$ cat src/rtl/rv32i_decode_stage_if.sv
// rtl/rv32i_decode_stage_if.sv - handshake bundle between fetch, decode stage and execute
// Signals:
//   in_valid/in_ready/in_instr/in_pc : instruction offered by fetch into the stage
//   out_valid/out_ready/out_*        : decoded entry offered by the stage to execute
// Modports: slave = the decode stage, master = the pipeline side driving it.
interface rv32i_decode_stage_if #(
  parameter int PC_W = 32
);
  logic            in_valid;
  logic            in_ready;
  logic [31:0]     in_instr;
  logic [PC_W-1:0] in_pc;
  logic            out_valid;
  logic            out_ready;
  logic [PC_W-1:0] out_pc;
  logic [6:0]      out_opcode;
  logic [4:0]      out_rd;
  logic [2:0]      out_funct3;
  logic [4:0]      out_rs1;
  logic [4:0]      out_rs2;
  logic [6:0]      out_funct7;
  logic [31:0]     out_imm;
  logic [2:0]      out_fmt;
  logic            out_illegal;

  modport slave (
    input  in_valid, in_instr, in_pc, out_ready,
    output in_ready, out_valid, out_pc, out_opcode, out_rd, out_funct3,
           out_rs1, out_rs2, out_funct7, out_imm, out_fmt, out_illegal
  );

  modport master (
    output in_valid, in_instr, in_pc, out_ready,
    input  in_ready, out_valid, out_pc, out_opcode, out_rd, out_funct3,
           out_rs1, out_rs2, out_funct7, out_imm, out_fmt, out_illegal
  );
endinterface

$ cat src/rtl/rv32i_decode_stage.sv
// rtl/rv32i_decode_stage.sv - registered, handshaked RV32I instruction decode stage
// Ports:
//   clk   : sole clock, rising edge
//   rst_n : asynchronous active-low reset
//   flush : synchronous discard of all held entries
//   bus   : slave side of rv32i_decode_stage_if (fetch input, decoded output)
// Parameters: PC_W = PC width, SKID = 1 for 2-entry skid buffer, 0 for single register.
module rv32i_decode_stage #(
  parameter int PC_W = 32,
  parameter bit SKID = 1'b1
) (
  input  logic                   clk,
  input  logic                   rst_n,
  input  logic                   flush,
  rv32i_decode_stage_if.slave    bus
);
  localparam logic [2:0] FMT_R = 3'd0;
  localparam logic [2:0] FMT_I = 3'd1;
  localparam logic [2:0] FMT_S = 3'd2;
  localparam logic [2:0] FMT_B = 3'd3;
  localparam logic [2:0] FMT_U = 3'd4;
  localparam logic [2:0] FMT_J = 3'd5;
  localparam logic [2:0] FMT_X = 3'd7;

  // Only the decoded products are stored; raw fields are re-sliced from instr.
  typedef struct packed {
    logic [PC_W-1:0] pc;
    logic [31:0]     instr;
    logic [31:0]     imm;
    logic [2:0]      fmt;
    logic            illegal;
  } entry_t;

  logic [31:0] w_i;
  logic [6:0]  w_opc;
  logic [2:0]  w_f3;
  logic [6:0]  w_f7;
  logic [31:0] w_imm;
  logic [2:0]  w_fmt;
  logic        w_illegal;
  entry_t      w_new;
  logic        w_in_ready;
  logic        w_accept;
  logic        w_main_free;

  entry_t      r_main;
  entry_t      r_skid;
  logic        r_main_valid;
  logic        r_skid_valid;

  assign w_i   = bus.in_instr;
  assign w_opc = w_i[6:0];
  assign w_f3  = w_i[14:12];
  assign w_f7  = w_i[31:25];

  always_comb begin
    w_fmt     = FMT_X;
    w_illegal = 1'b0;
    w_imm     = '0;
    case (w_opc)
      7'b0110011: begin
        w_fmt = FMT_R;
        if (w_f7 == 7'h20) w_illegal = !(w_f3 == 3'b000 || w_f3 == 3'b101);
        else               w_illegal = (w_f7 != 7'h00);
      end
      7'b0010011: begin
        w_fmt = FMT_I;
        w_imm = {{20{w_i[31]}}, w_i[31:20]};
        // Shift-immediates reuse the upper bits as funct7.
        if (w_f3 == 3'b001)      w_illegal = (w_f7 != 7'h00);
        else if (w_f3 == 3'b101) w_illegal = (w_f7 != 7'h00 && w_f7 != 7'h20);
      end
      7'b0000011: begin
        w_fmt     = FMT_I;
        w_imm     = {{20{w_i[31]}}, w_i[31:20]};
        w_illegal = (w_f3 == 3'b011 || w_f3 == 3'b110 || w_f3 == 3'b111);
      end
      7'b1100111: begin
        w_fmt     = FMT_I;
        w_imm     = {{20{w_i[31]}}, w_i[31:20]};
        w_illegal = (w_f3 != 3'b000);
      end
      7'b1110011, 7'b0001111: begin
        w_fmt = FMT_I;
        w_imm = {{20{w_i[31]}}, w_i[31:20]};
      end
      7'b0100011: begin
        w_fmt     = FMT_S;
        w_imm     = {{20{w_i[31]}}, w_i[31:25], w_i[11:7]};
        w_illegal = (w_f3 >= 3'b011);
      end
      7'b1100011: begin
        w_fmt     = FMT_B;
        w_imm     = {{19{w_i[31]}}, w_i[31], w_i[7], w_i[30:25], w_i[11:8], 1'b0};
        w_illegal = (w_f3 == 3'b010 || w_f3 == 3'b011);
      end
      7'b0110111, 7'b0010111: begin
        w_fmt = FMT_U;
        w_imm = {w_i[31:12], 12'b0};
      end
      7'b1101111: begin
        w_fmt = FMT_J;
        w_imm = {{11{w_i[31]}}, w_i[31], w_i[19:12], w_i[20], w_i[30:21], 1'b0};
      end
      default: w_illegal = 1'b1;
    endcase
    if (w_illegal) w_imm = '0;
  end

  assign w_new = {bus.in_pc, w_i, w_imm, w_fmt, w_illegal};

  // With the skid buffer, readiness depends only on local state so the
  // upstream ready path is registered; without it, it follows out_ready.
  assign w_in_ready  = SKID ? !r_skid_valid : (!r_main_valid || bus.out_ready);
  assign w_accept    = bus.in_valid && w_in_ready && !flush;
  assign w_main_free = !r_main_valid || bus.out_ready;

  always_ff @(posedge clk or negedge rst_n) begin
    if (!rst_n) begin
      r_main       <= '0;
      r_skid       <= '0;
      r_main_valid <= 1'b0;
      r_skid_valid <= 1'b0;
    end else if (flush) begin
      r_main_valid <= 1'b0;
      r_skid_valid <= 1'b0;
    end else if (w_main_free) begin
      // A held skid entry is older than anything upstream; it always goes first.
      // in_ready is low whenever the skid is occupied, so no accept competes here.
      if (r_skid_valid) begin
        r_main       <= r_skid;
        r_main_valid <= 1'b1;
        r_skid_valid <= 1'b0;
      end else begin
        r_main_valid <= w_accept;
        if (w_accept) r_main <= w_new;
      end
    end else if (w_accept) begin
      // Main is stalled; only reachable with SKID=1.
      r_skid       <= w_new;
      r_skid_valid <= 1'b1;
    end
  end

  assign bus.in_ready    = w_in_ready;
  assign bus.out_valid   = r_main_valid;
  assign bus.out_pc      = r_main.pc;
  assign bus.out_opcode  = r_main.instr[6:0];
  assign bus.out_rd      = r_main.instr[11:7];
  assign bus.out_funct3  = r_main.instr[14:12];
  assign bus.out_rs1     = r_main.instr[19:15];
  assign bus.out_rs2     = r_main.instr[24:20];
  assign bus.out_funct7  = r_main.instr[31:25];
  assign bus.out_imm     = r_main.imm;
  assign bus.out_fmt     = r_main.fmt;
  assign bus.out_illegal = r_main.illegal;
endmodule

$ cat src/flat_wrapper.sv
// flat-port wrapper written by rule: the top's interface ports become plain ports
module rv32i_decode_stage_flat 
#(
  parameter int PC_W = 32,
  parameter bit SKID = 1'b1
)
  (clk, rst_n, flush, bus_in_valid, bus_in_instr, bus_in_pc, bus_out_ready, bus_in_ready, bus_out_valid, bus_out_pc, bus_out_opcode, bus_out_rd, bus_out_funct3, bus_out_rs1, bus_out_rs2, bus_out_funct7, bus_out_imm, bus_out_fmt, bus_out_illegal);
  rv32i_decode_stage_if #(.PC_W(PC_W)) bus_i ();
  input  logic clk;
  input  logic rst_n;
  input  logic flush;
  input wire logic [$bits(bus_i.in_valid)-1:0] bus_in_valid;
  input wire logic [$bits(bus_i.in_instr)-1:0] bus_in_instr;
  input wire logic [$bits(bus_i.in_pc)-1:0] bus_in_pc;
  input wire logic [$bits(bus_i.out_ready)-1:0] bus_out_ready;
  output wire logic [$bits(bus_i.in_ready)-1:0] bus_in_ready;
  output wire logic [$bits(bus_i.out_valid)-1:0] bus_out_valid;
  output wire logic [$bits(bus_i.out_pc)-1:0] bus_out_pc;
  output wire logic [$bits(bus_i.out_opcode)-1:0] bus_out_opcode;
  output wire logic [$bits(bus_i.out_rd)-1:0] bus_out_rd;
  output wire logic [$bits(bus_i.out_funct3)-1:0] bus_out_funct3;
  output wire logic [$bits(bus_i.out_rs1)-1:0] bus_out_rs1;
  output wire logic [$bits(bus_i.out_rs2)-1:0] bus_out_rs2;
  output wire logic [$bits(bus_i.out_funct7)-1:0] bus_out_funct7;
  output wire logic [$bits(bus_i.out_imm)-1:0] bus_out_imm;
  output wire logic [$bits(bus_i.out_fmt)-1:0] bus_out_fmt;
  output wire logic [$bits(bus_i.out_illegal)-1:0] bus_out_illegal;
  assign bus_i.in_valid = bus_in_valid;
  assign bus_i.in_instr = bus_in_instr;
  assign bus_i.in_pc = bus_in_pc;
  assign bus_i.out_ready = bus_out_ready;
  assign bus_in_ready = bus_i.in_ready;
  assign bus_out_valid = bus_i.out_valid;
  assign bus_out_pc = bus_i.out_pc;
  assign bus_out_opcode = bus_i.out_opcode;
  assign bus_out_rd = bus_i.out_rd;
  assign bus_out_funct3 = bus_i.out_funct3;
  assign bus_out_rs1 = bus_i.out_rs1;
  assign bus_out_rs2 = bus_i.out_rs2;
  assign bus_out_funct7 = bus_i.out_funct7;
  assign bus_out_imm = bus_i.out_imm;
  assign bus_out_fmt = bus_i.out_fmt;
  assign bus_out_illegal = bus_i.out_illegal;
  rv32i_decode_stage #(.PC_W(PC_W), .SKID(SKID)) u_core (.clk(clk), .rst_n(rst_n), .flush(flush), .bus(bus_i));
endmodule
$ cat config.mk
export PLATFORM = sky130hd
export DESIGN_NAME = rv32i_decode_stage_flat
export DESIGN_NICKNAME = d
export VERILOG_FILES = /design/src/rtl/rv32i_decode_stage_if.sv /design/src/rtl/rv32i_decode_stage.sv /design/src/flat_wrapper.sv
export SDC_FILE = /design/constraint.sdc
export NUM_CORES = 1
export LEC_CHECK = 0
export CORE_MARGIN = 2
export CORE_UTILIZATION = 50
export CTS_BUF_LIST = sky130_fd_sc_hd__clkbuf_8
export DETAILED_ROUTE_END_ITERATION = 6
export PLACE_DENSITY = 0.83
export SKIP_CTS_REPAIR_TIMING = 1
export SYNTH_ARGS = -nofsm -noshare
export SYNTH_HDL_FRONTEND = slang
export SYNTH_SLANG_ARGS = --single-unit
$ cat constraint.sdc
create_clock -name clk -period 3.1 [get_ports clk]
set_clock_uncertainty 0.05 [all_clocks]
set_input_delay 0.62 -clock clk [delete_from_list [all_inputs] [get_ports clk]]
set_output_delay 0.62 -clock clk [all_outputs]
set_load 0.01 [all_outputs]
==> impl_metrics.tcl, run 1 <==
set metrics [dict create \
    route.detailed.wl_per_inst_um 17.6 \
    pwr_density_cell_nw_per_um2 583 \
    drt-pass1-iter-count 5 \
    clk-insertion-delay-late_ns 0.51 \
    postLayoutSetupSlackWorst_ns 0.363 \
    most_area_consuming_cells_after_synthesis "sky130_fd_sc_hd__dfrtp_1, sky130_fd_sc_hd__nand2_1, sky130_fd_sc_hd__mux2i_1" \
    placedInstanceArea_sq_um 11100 \
    total_power_uw 6890 \
    busiest_layer "met2" \
    grt_first_pass_wirelength_um 39800 \
    maximum_number_of_pins_on_one_net_before_global_route_repair 78 \
    design.portCount 171 \
    rsz_0062_raised_after_global_routing "false" \
    relSlewSlack_pct 55.0 \
    hold_viol_final 0 \
    async_set_or_reset_register_ratio_after_synthesis_pct 100 \
    ys_top_cells_by_count "sky130_fd_sc_hd__nand2_1, sky130_fd_sc_hd__dfrtp_1, sky130_fd_sc_hd__o21ai_0" \
    worst_setup_path_end_kind "output port" \
    critPathMaxFanout 33 \
    detail_route.drc_violations 0 \
    drt-initial-drc-count 640 \
    post_synth_num_cell_types 52 \
    antenna_cells_inserted 0 \
    layout.area.seq_sq_um 5060 \
    gr-total-overflow 0 \
    flow.area_growth_from_synthesis_pct 29.3 \
    required_ns 2.43 \
    post-route-period-util_pct 88.3 \
    first_global_vias 7663 \
    fillCellCount 1434 \
    static-leakage-power_uw 0.00529 \
    floorplan.rows 49 \
    finish.utilization_pct 65.7 \
    synthesis.yosys.warnings 0 \
    synth_flop_type "sky130_fd_sc_hd__dfrtp_1" \
    combined_buffer_and_inverter_count_along_the_critical_path 2 \
    cts_buffers 35 \
    critical_path.cell_chain "inv_1 > clkdlybuf4s50_1" \
    chip_width_um 139 \
    maximum_level_of_the_cts_h_tree 2 \
    irDropWorstVdd_mv 0.417 \
    worst_ep_arrival_time_ns 2.07 \
    footprint_of_the_multi_input_gates_sq_um 3690 \
    post-dp-hpwl_um 16400 \
    report.final.setup_viol 0 \
    gp_routability_congestion 0.871 \
    layout-drive-gt1-share_pct 9.39 \
    io_buffers 170 \
    floorplan.die.height_um 139 \
    path_delay_family "flip-flops" \
    syn-num-nets 1050 \
    clkSlewWorstSetupHoldPaths_ns 0.06 \
    wl_um 24600 \
    worst_slew_pin_slew_ns 0.673 \
    vias_per_cell 5.59 \
    synth.avg_cell_area_sq_um 9.31 \
    post_synth_top_area_share_pct 55.3 \
    max_freq_mhz 365 \
    use_met1_pct 34.6 \
    critPathMaxStageDelay_ns 0.80 \
    detailroute.via_count 7827 \
    outcome "finished, final reports clean" \
    max_cap_violations 0 \
    tritoncts "done" \
    synth_area_sq_um 9130 \
    grt_use_met3_pct 5.35 \
    clock-sinks 202 \
    initial_core_util_pct 50.8 \
    worst_path_max_delay_cell "sky130_fd_sc_hd__dfrtp_4" \
    timing.setup.critical_path_class "reg2out" \
    synth_largest_area_cell "sky130_fd_sc_hd__dfrtp_1" \
    post-route-cell-area_sq_um 11800 \
    synth_edf_count 0 \
    core_area_sq_um 18000 \
    ys_seq_elements 202 \
    fp.dieArea_sq_um 19400 \
    synth.yosys.seq_area_share_pct 55.3 \
    period_needed_ns 2.74 \
    ant_nets 0 \
    tns_ns 0 \
    synth_cells 981 \
    synth_most_common_cell "sky130_fd_sc_hd__nand2_1" \
    clk_root_buffer_cell "sky130_fd_sc_hd__clkbuf_8" \
    holdCritPathClass "in2async" \
    clockBufferDepth 3 \
    nets 1221 \
    pre_cts_slack_ns 0.118 \
    drv_slew 0 \
    cp_startpoint_kind "register" \
    global_route.usage.total_pct 25.2 \
    antenna_found_initial 0 \
    grt.met2_usage_pct 40.7 \
]
state kept, by name (all words and copies together), names as in the netlist:
signal / cells
u_core.r_skid: 100
u_core.bus.out_imm: 32
u_core.bus.out_pc: 32
u_core.bus.out_funct7: 7
u_core.bus.out_opcode: 7
u_core.bus.out_rd: 5
u_core.bus.out_rs1: 5
u_core.bus.out_rs2: 5
u_core.bus.out_fmt: 3
u_core.bus.out_funct3: 3
u_core.bus.out_illegal: 1
u_core.bus.out_valid: 1
u_core.r_skid_valid: 1
per-stage QoR:
step / hold WS [ns] / std cells
floorplan: 0.274 / 981
global placement: 0.405 / 1344
detailed placement: 0.412 / 1344
CTS: 0.0919 / 1400
global route: 0.115 / 1400
finish: 0.0846 / 1400
where the power goes:
group | switching, uW | internal (uW) | total, uW
sequential | 231 | 3040 | 3270
combinational | 625 | 645 | 1270
clock | 1050 | 1290 | 2350
placed cells by master (no fill, tap or decap), types with 3 or more instances in the layout:
cell type | Yosys | layout
sky130_fd_sc_hd__and3_1 | 11 | 11
sky130_fd_sc_hd__dfrtp_1 | 202 | 201
sky130_fd_sc_hd__nor2_1 | 25 | 25
sky130_fd_sc_hd__buf_12 | 0 | 4
sky130_fd_sc_hd__a21oi_1 | 52 | 52
sky130_fd_sc_hd__a22o_1 | 6 | 6
sky130_fd_sc_hd__a32o_1 | 4 | 4
sky130_fd_sc_hd__buf_4 | 7 | 33
sky130_fd_sc_hd__nor4_1 | 3 | 3
sky130_fd_sc_hd__nor2b_1 | 3 | 3
sky130_fd_sc_hd__o221a_2 | 8 | 8
sky130_fd_sc_hd__o22ai_1 | 20 | 20
sky130_fd_sc_hd__mux2i_1 | 64 | 64
sky130_fd_sc_hd__clkdlybuf4s50_1 | 0 | 169
sky130_fd_sc_hd__clkbuf_8 | 0 | 46
sky130_fd_sc_hd__nand2_1 | 301 | 299
sky130_fd_sc_hd__or3_1 | 4 | 4
sky130_fd_sc_hd__inv_1 | 19 | 24
sky130_fd_sc_hd__clkinv_2 | 0 | 5
sky130_fd_sc_hd__and2_1 | 12 | 11
sky130_fd_sc_hd__nor3_1 | 8 | 8
sky130_fd_sc_hd__o21ai_0 | 96 | 96
sky130_fd_sc_hd__a221oi_1 | 8 | 8
sky130_fd_sc_hd__o21ai_1 | 26 | 26
sky130_fd_sc_hd__a31oi_1 | 4 | 4
final cells by class:
| type | instances | share of cell area (%) |
|---|---|---|
| Inverter | 19 | 0.604 |
| Clock buffer | 45 | 5.24 |
| Tap cell | 229 | 2.43 |
| Multi-Input combinational cell | 687 | 31.2 |
| Timing Repair Buffer | 207 | 17.2 |
| Sequential cell | 202 | 42.8 |
| Clock inverter | 11 | 0.434 |
final timing paths:
check                                                    end                       startpoint  slack (ns)  cells past startpoint
setup / recovery                                bus_in_ready  u_core.r_skid_valid$_DFFE_PN0P_        0.36                      2
hold / removal             u_core.bus.out_pc[27]$_DFFE_PN0P_                            rst_n        0.08                      1
setup reg to reg           u_core.bus.out_imm[7]$_DFFE_PN0P_  u_core.r_skid_valid$_DFFE_PN0P_        0.70                      6
hold reg to reg                u_core.r_skid[80]$_DFFE_PN0P_    u_core.r_skid[80]$_DFFE_PN0P_        0.42                      2
max in group asynchronous      u_core.r_skid[10]$_DFFE_PN0P_                            rst_n        2.08                      2
min in group clk               u_core.r_skid[80]$_DFFE_PN0P_    u_core.r_skid[80]$_DFFE_PN0P_        0.42                      2
cells by family (layout without fill, tap and decap cells):
family / Yosys count / count (layout) / synth area share [%]
xor gates and xnor gates: 2 / 2 / 0.192
muxes: 64 / 64 / 7.01
and+or+nand+nor: 383 / 383 / 17.6
DFF: 202 / 202 / 55.3
AOI/OAI and AO/OA: 238 / 238 / 15.4
buffers and inverters: 92 / 282 / 4.44
metal layers:
layer / wire length, um / part of all wire [%] / up-vias
met3: 1790 / 7.3 / 45
li1: - / - / 3681
met2: 11600 / 47 / 317
met4: 508 / 2.1 / 0
met5: 0 / 0 / -
met1: 10600 / 43 / 3784
Power figures use the tool's default switching activity.
==> run 2, diff against run 1 <==
--- a/config.mk
+++ b/config.mk
@@ -6,10 +6,11 @@
 export NUM_CORES = 1
 export LEC_CHECK = 0
 export CORE_MARGIN = 2
-export CORE_UTILIZATION = 50
+export CORE_UTILIZATION = 58
 export CTS_BUF_LIST = sky130_fd_sc_hd__clkbuf_8
+export CTS_CLUSTER_SIZE = 8
 export DETAILED_ROUTE_END_ITERATION = 6
-export PLACE_DENSITY = 0.83
+export PLACE_DENSITY = 0.94
 export SKIP_CTS_REPAIR_TIMING = 1
 export SYNTH_ARGS = -nofsm -noshare
 export SYNTH_HDL_FRONTEND = slang
==> impl_metrics.tcl, run 2 (synthesized netlist as in run 1, its figures left out) <==
set metrics [dict create \
    timing.setup.critical_path_class "in2reg" \
    io_buffers 170 \
    total_power_uw 6990 \
    antenna_found_initial 0 \
    post-route-period-util_pct 85.5 \
    rsz_0062_raised_after_global_routing "false" \
    hold_viol_final 0 \
    flow.area_growth_from_synthesis_pct 29.4 \
    finish.cell_count_without_fillers 1386 \
    clk_root_buffer_cell "sky130_fd_sc_hd__clkbuf_8" \
    wl_um 24600 \
    clock-sinks 202 \
    final_cell_mix "sky130_fd_sc_hd__nand2_1, sky130_fd_sc_hd__dfrtp_1, sky130_fd_sc_hd__clkdlybuf4s50_1" \
    placed_cells 1325 \
    drt-pass1-iter-count 7 \
    clockBufferDepth 3 \
    holdCritPathClass "in2async" \
    fp.dieArea_sq_um 16800 \
    final_common_cell "sky130_fd_sc_hd__nand2_1" \
    layout.area.seq_sq_um 5060 \
    relSlewSlack_pct 49.9 \
    design.portCount 171 \
    r2r-start "u_core.bus.out_valid$_DFFE_PN0N_" \
    irDropWorstVdd_mv 0.282 \
    gr-total-overflow 0 \
    logic_depth_of_the_worst_path_buffers_included 7 \
    critPathMaxStageDelay_ns 0.56 \
    number_of_flip_flops_in_the_largest_register 100 \
    pwr_density_cell_nw_per_um2 592 \
    largest-register "u_core.r_skid" \
    maximum_number_of_pins_on_one_net_before_global_route_repair 90 \
    vias_per_cell 5.79 \
    drv_slew 0 \
    antenna_cells_inserted 0 \
    gp_routability_congestion 0.979 \
    required_ns 3.47 \
    clk-insertion-delay-late_ns 0.50 \
    layout-drive-gt1-share_pct 9.11 \
    tns_ns 0 \
    drt-initial-drc-count 635 \
    post-dp-hpwl_um 16200 \
    core_area_sq_um 15300 \
    initial_core_util_pct 59.6 \
    detailroute.via_count 8019 \
    report.final.setup_viol 0 \
    maximum_level_of_the_cts_h_tree 2 \
    tritoncts "done" \
    critPathMaxFanout 13 \
    r2r_slack_ns 1.00 \
    worst_ep_arrival_time_ns 3.02 \
    static-leakage-power_uw 0.00532 \
    cts_buffers 35 \
    fillCellCount 1032 \
    worst_slew_pin_slew_ns 0.751 \
    floorplan.die.height_um 129 \
    grt_first_pass_wirelength_um 39300 \
    path_delay_family "simple AND/OR/NAND/NOR gates" \
    max_freq_mhz 377 \
    first_global_vias 7791 \
    nets 1220 \
    worst_path_max_delay_cell "sky130_fd_sc_hd__nor4_1" \
    combined_buffer_and_inverter_count_along_the_critical_path 2 \
    chip_width_um 129 \
    cp_startpoint_kind "input pin" \
    floorplan.rows 45 \
    critical_path.cell_chain "clkdlybuf4s50_1 > nor4_1 > buf_4 > a41o_1 > o2111a_1 > nand3_2 > o22ai_1" \
    depth_of_the_most_critical_reg_to_reg_path 6 \
    outcome "finished, final reports clean" \
    route.detailed.wl_per_inst_um 17.8 \
    ant_nets 0 \
    worst_setup_path_end_kind "register" \
    global_route.usage.total_pct 29.3 \
    footprint_of_the_multi_input_gates_sq_um 3690 \
    regToRegEndpoint "u_core.r_skid[87]$_DFFE_PN0P_" \
    detail_route.drc_violations 0 \
    period_needed_ns 2.65 \
    max_cap_violations 0 \
    clkSlewWorstSetupHoldPaths_ns 0.06 \
]
-- run 2: cell types whose count changed in the layout (fill, tap and decap cells not counted) --
cell | before | now
sky130_fd_sc_hd__clkinvlp_4 | 1 | 2
sky130_fd_sc_hd__inv_6 | 0 | 1
sky130_fd_sc_hd__clkinv_2 | 5 | 0
sky130_fd_sc_hd__inv_1 | 24 | 31
sky130_fd_sc_hd__buf_12 | 4 | 3
sky130_fd_sc_hd__bufinv_16 | 0 | 1
-- run 2: worst max path at each step --
stage,startpoint,end
finish,bus_in_instr[26],u_core.bus.out_imm[25]$_DFFE_PN0P_
global route,bus_in_instr[26],u_core.bus.out_imm[29]$_DFFE_PN0P_
CTS,bus_in_instr[26],u_core.bus.out_imm[0]$_DFFE_PN0P_
detailed placement,bus_in_instr[26],u_core.bus.out_imm[25]$_DFFE_PN0P_
global placement,bus_in_instr[26],u_core.bus.out_imm[26]$_DFFE_PN0P_
floorplan,bus_in_instr[3],u_core.r_skid[10]$_DFFE_PN0P_
-- run 2: cell type report --
cell class | count | share of cell area, %
clock inverters | 16 | 0.837
repair buffers | 206 | 17.0
well taps | 211 | 2.23
clock buffers | 45 | 5.24
inverters | 19 | 0.604
flip-flops and latches | 202 | 42.8
multi-input cells | 687 | 31.2
-- run 2: report_power, final --
group,switching [uW],internal [uW]
clock,1050,1390
combinational,634,641
sequential,231,3040
total,1920,5070
-- run 2: worst reg2reg max path: cells and delay by family, from the launching register on --
kind,cells,cell delay (ns)
AND/OR/NAND/NOR,5,1.17
flip-flops,1,0.37
buffers and inverters,1,0.43
-- run 2: per-stage QoR --
| step | hold slack, ns | area [sq um] | utilization (%) | worst slack, ns |
|---|---|---|---|---|
| after floorplan | 0.274 | 9130 | - | 0.830 |
| after global placement | 0.404 | 11100 | 72.5 | 0.0882 |
| after detailed placement | 0.410 | 11100 | 72.5 | 0.0185 |
| after CTS | 0.0778 | 11800 | 77.1 | 0.518 |
| after global routing | 0.0930 | 11800 | 77.1 | 0.315 |
| final | 0.0676 | 11800 | 77.1 | 0.449 |
-- run 2: per-layer routing --
metal | GRT usage (%) | part of all wire (%) | up-vias | wire length (um)
met2 | 46.9 | 47 | 398 | 11500
met4 | 9.80 | 2.4 | 0 | 592
met5 | 0 | 0 | - | 0
li1 | - | - | 3679 | -
met1 | 41.1 | 43 | 3884 | 10500
met3 | 5.41 | 8.1 | 58 | 2000
